==> src/rtl/regfile_write_arbiter.sv <==
// Write-port controller for the 24-bit x 16 register file: zero-fill sweep after reset, then round-robin ALU/MEM writeback.
// Optional REGFILE_R0_ZERO_EN: grants targeting register 0 handshake normally but never assert RegWrite.
module regfile_write_arbiter #(
  parameter int DATA_W   = 24,
  parameter int ADDR_W   = 4,
  parameter int NUM_REGS = 16
) (
  input  logic              i_clk,
  input  logic              i_reset,
  input  logic              i_aluValid,
  input  logic [ADDR_W-1:0] i_aluRd,
  input  logic [DATA_W-1:0] i_aluData,
  output logic              o_aluReady,
  input  logic              i_memValid,
  input  logic [ADDR_W-1:0] i_memRd,
  input  logic [DATA_W-1:0] i_memData,
  output logic              o_memReady,
  output logic [ADDR_W-1:0] o_rd,
  output logic [DATA_W-1:0] o_writeData,
  output logic              o_regWrite,
  output logic              o_initDone
);

  localparam logic            STATE_INIT   = 1'b0;
  localparam logic            STATE_RUN    = 1'b1;
  localparam logic [ADDR_W:0] LP_SWEEP_LEN = (ADDR_W + 1)'(NUM_REGS);
  localparam logic [ADDR_W:0] LP_IDX_ONE   = (ADDR_W + 1)'(1);

  logic              r_state;
  logic [ADDR_W:0]   r_idx;
  logic              r_prioMem;
  logic [ADDR_W-1:0] r_rd;
  logic [DATA_W-1:0] r_writeData;
  logic              r_regWrite;
  logic              r_initDone;

  logic              w_aluReady;
  logic              w_memReady;
  logic              w_aluFire;
  logic              w_memFire;
  logic [ADDR_W-1:0] w_grantRd;
  logic [DATA_W-1:0] w_grantData;
  logic              w_grantWrites;

  // Only one ready can be high when both requesters are valid, so at most one handshake per cycle.
  assign w_aluReady  = r_initDone & (~i_memValid | ~r_prioMem);
  assign w_memReady  = r_initDone & (~i_aluValid |  r_prioMem);
  assign w_aluFire   = i_aluValid & w_aluReady;
  assign w_memFire   = i_memValid & w_memReady;
  assign w_grantRd   = w_aluFire ? i_aluRd   : i_memRd;
  assign w_grantData = w_aluFire ? i_aluData : i_memData;

`ifdef REGFILE_R0_ZERO_EN
  assign w_grantWrites = (w_grantRd != '0);
`else
  assign w_grantWrites = 1'b1;
`endif

  always_ff @(posedge i_clk) begin
    if (i_reset) begin
      r_state     <= STATE_INIT;
      r_idx       <= '0;
      r_prioMem   <= 1'b0;
      r_rd        <= '0;
      r_writeData <= '0;
      r_regWrite  <= 1'b0;
      r_initDone  <= 1'b0;
    end else begin
      case (r_state)
        STATE_INIT: begin
          if (r_idx < LP_SWEEP_LEN) begin
            r_regWrite  <= 1'b1;
            r_rd        <= r_idx[ADDR_W-1:0];
            r_writeData <= '0;
            r_idx       <= r_idx + LP_IDX_ONE;
          end else begin
            r_regWrite <= 1'b0;
            r_initDone <= 1'b1;
            r_state    <= STATE_RUN;
          end
        end
        STATE_RUN: begin
          r_regWrite <= 1'b0;
          // Priority passes to the loser of every grant, even an uncontested one.
          if (w_aluFire || w_memFire) begin
            r_prioMem <= w_aluFire;
            if (w_grantWrites) begin
              r_regWrite  <= 1'b1;
              r_rd        <= w_grantRd;
              r_writeData <= w_grantData;
            end
          end
        end
        default: r_state <= STATE_INIT;
      endcase
    end
  end

  assign o_aluReady  = w_aluReady;
  assign o_memReady  = w_memReady;
  assign o_rd        = r_rd;
  assign o_writeData = r_writeData;
  assign o_regWrite  = r_regWrite;
  assign o_initDone  = r_initDone;

endmodule
==> config.mk <==
export PLATFORM = sky130hd
export DESIGN_NAME = regfile_write_arbiter
export DESIGN_NICKNAME = d
export VERILOG_FILES = /design/src/rtl/regfile_write_arbiter.sv
export SDC_FILE = /design/constraint.sdc
export NUM_CORES = 1
export LEC_CHECK = 0
export ABC_AREA = 1
export BUFFER_PORTS_ARGS = -buffer_cell sky130_fd_sc_hd__buf_2
export CORE_MARGIN = 2
export CORE_UTILIZATION = 49
export CTS_BUF_LIST = sky130_fd_sc_hd__clkbuf_8
export DETAILED_ROUTE_END_ITERATION = 12
export PLACE_DENSITY = 0.81
export SYNTH_ARGS = -nofsm -noshare
export SYNTH_HDL_FRONTEND = slang
export SYNTH_SLANG_ARGS = --single-unit
==> constraint.sdc <==
create_clock -name i_clk -period 1.5 [get_ports i_clk]
set_input_delay 0.075 -clock i_clk [delete_from_list [all_inputs] [get_ports i_clk]]
set_output_delay 0.075 -clock i_clk [all_outputs]
set_load 0.05 [all_outputs]
==> run_results.csv <==
group,metric,value,unit
power_and_ir_drop,powerDensity,716,nW/um^2
power_and_ir_drop,finalPower,1.87,mW
floorplanning,die_w,68.4,um
global_routing,grt_max_degree,35,
finish,drive_above_1_share,30.5,%
sta,fin_skew,0.00399,ns
floorplanning,num_io_pins,92,
cts,root_buffer,"clkbuf_8",
route,firstDrtPassIters,4,
global_routing,grt_pass1_wl,8760,um
worst_setup_path,worst_ep_required_time,1.42,ns
worst_setup_path,cp-start-kind,"register",
place,place_area,2520,um^2
global_routing,grt-ovfl-total,0,
cts,numCtsBuffers,5,
synthesis,syn_nets,368,
worst_hold_path,worstHoldPathType,"in -> reg",
floorplanning,fp-row-count,23,
synthesis,ys_seq_area_share,36.4,%
floorplanning,die_area,4680,um^2
synthesis,syn_inst,307,
global_routing,antenna_found_initial,0,
synthesis,synth_area,2030,um^2
finish,finish.utilization,65.2,%
cts,clkTransAtPathRegs,0.07,ns
sta,worstMarginPinSlew,0.554,ns
finish,layout_commonest_cell,"buf_2",
worst_setup_path,crit_chain,"buf_4 -> inv_1 -> a21oi_4 -> buf_4",
finish,layout_common_cells,"89 x buf_2, 63 x inv_1, 50 x nand2_1, 44 x nand3_1, 36 x dfxtp_1",
floorplanning,die_h,68.4,um
cts,clock_sinks,37,
sta,setup_viol,0,
global_routing,grt_use_total,24.7,%
worst_setup_path,cp_slowest_stage_delay,0.37,ns
route,totalWireLength,5630,um
worst_setup_path,endpoint_kind,"output pin",
synthesis,yosys_warnings,0,
worst_setup_path,crit_path_frequent_cell,"buf_4",
run_status,status,"complete, no violations",
cts,ctsLongestPathBuffers,2,
floorplanning,initial_utilization,50.8,%
synthesis,ys_seq_elements,37,
finish,final_nets,454,
sta,fmax,718,MHz
worst_setup_path,arrival,1.32,ns
finish,antennaDiodeCount,0,
synthesis,avgSynthCellArea,6.62,um^2
finish,fin_cells,444,
floorplanning,core_area,4000,um^2
finish,fin_area,2610,um^2
cts,clkLatencyLatePin,0.29,ns
route,drc,0,
cts,cts_tree,"done",
global_routing,first_global_vias,2059,
sta,fin_hold_ws,0.0498,ns
worst_setup_path,worstSetupPathType,"reg -> out",
sta,rsz0062_at_grt,"false",
power_and_ir_drop,ir_drop,0.580,mV
place,dp_hpwl,4020,um
sta,timing.slew.headroom,63.0,%
route,num_vias,2294,
route,antenna_left,0,
sta,hold_viol_final,0,
synthesis,ys_types,21,
sta,period_share,92.9,%
cts,htreeDepth,2,
power_and_ir_drop,p_leak,1.43,nW
route,routed_via_density,5.17,
worst_setup_path,slowest_stage,"dfxtp_2",
sta,maxSlewViolCount,0,
place,routabilityCongestion,0.796,
place,dpl.cell_count,436,
flow_run,maxCapViolCount,0,
worst_setup_path,cp_max_fo,12,
place,port_buffers,91,
route,drt_iter0_drc,145,
route,routedWlPerCell,12.7,um
sta,fin_crit,1.39,ns
finish,area_delta_synth_final,28.2,%
[critical path, delay by kind of cell (launching register included)]
kind	cells	cell delay, ns
buf+inv	3	0.52
flops	1	0.37
compound gates	1	0.14
[path summary, 6_finish.rpt]
path | slack [ns] | to | start | cells after the start
worst min register to register | 0.45 | o_writeData[19] | o_writeData[19] | 2
worst max-delay path | 0.11 | o_aluReady | o_initDone | 4
worst max register to register | 0.20 | r_idx[1] | r_state | 4
worst min-delay path | 0.05 | o_writeData[19] | i_aluData[19] | 3
[cell usage after synthesis (all sizes together)]
| library cell | count | area share (%) |
|---|---|---|
| inv | 64 | 12 |
| nand2 | 52 | 9.8 |
| nand3 | 45 | 11 |
| dfxtp | 37 | 36 |
| a21oi | 34 | 8.4 |
| nand4 | 23 | 7.1 |
| buf | 14 | 4.6 |
| nor2 | 11 | 2.8 |
| clkbuf | 9 | 1.7 |
| o21ai | 7 | 1.7 |
| nand3b | 4 | 1.5 |
| nor3 | 4 | 1.5 |
| o211ai | 2 | 0.74 |
| ha | 1 | 0.62 |
[through the flow]
step / setup TNS (ns) / setup slack, ns
global route: 0 / 0.0267
floorplan: -0.0311 / -0.0311
detailed placement: 0 / 0.196
finish: 0 / 0.106
global placement: 0 / 0.245
CTS: 0 / 0.0425
[cell type report]
cell class / instances / area, um^2
Tap cell: 50 / 62.6
Clock buffer: 5 / 68.8
Sequential cell: 37 / 742
Multi-Input combinational cell: 183 / 938
Clock inverter: 3 / 11.3
Fill cell: 387 / 1390
Inverter: 64 / 240
Timing Repair Buffer: 102 / 543
[repair_timing]
action | in CTS | in global routing
buffers inserted | 0 | 0
resized for setup | 1 | 2
hold buffers | 0 | 0
endpoints found under the setup margin | 1 | 2
[where the power goes]
part	internal, mW	switching [mW]	total, mW
combinational	0.0950	0.121	0.216
clock	0.310	0.337	0.647
sequential	0.995	0.00827	1.00
[flip-flops by register name, summed over array words and instances (netlist names)]
signal       flops
o_initDone       1
o_rd             4
o_writeData     24
r_idx            5
r_prioMem        1
r_state          1
o_regWrite       1
[cell families after synthesis]
logic type / Yosys count / synth area share (%)
adders and majority gates: 1 / 0.615
DFF: 37 / 36.4
AOI/OAI and AO/OA: 43 / 10.8
buffers and inverters: 87 / 18.1
and+or+nand+nor: 139 / 34.0
[routing by layer]
layer / track usage (%) / vias to the layer above / wire [um]
met4: 9.25 / 0 / 90
met2: 44.0 / 108 / 2720
li1: - / 1156 / -
met3: 4.61 / 8 / 421
met5: 0 / - / 0
met1: 29.2 / 1022 / 2400
Note: power is estimated with default switching activity, not from simulation.
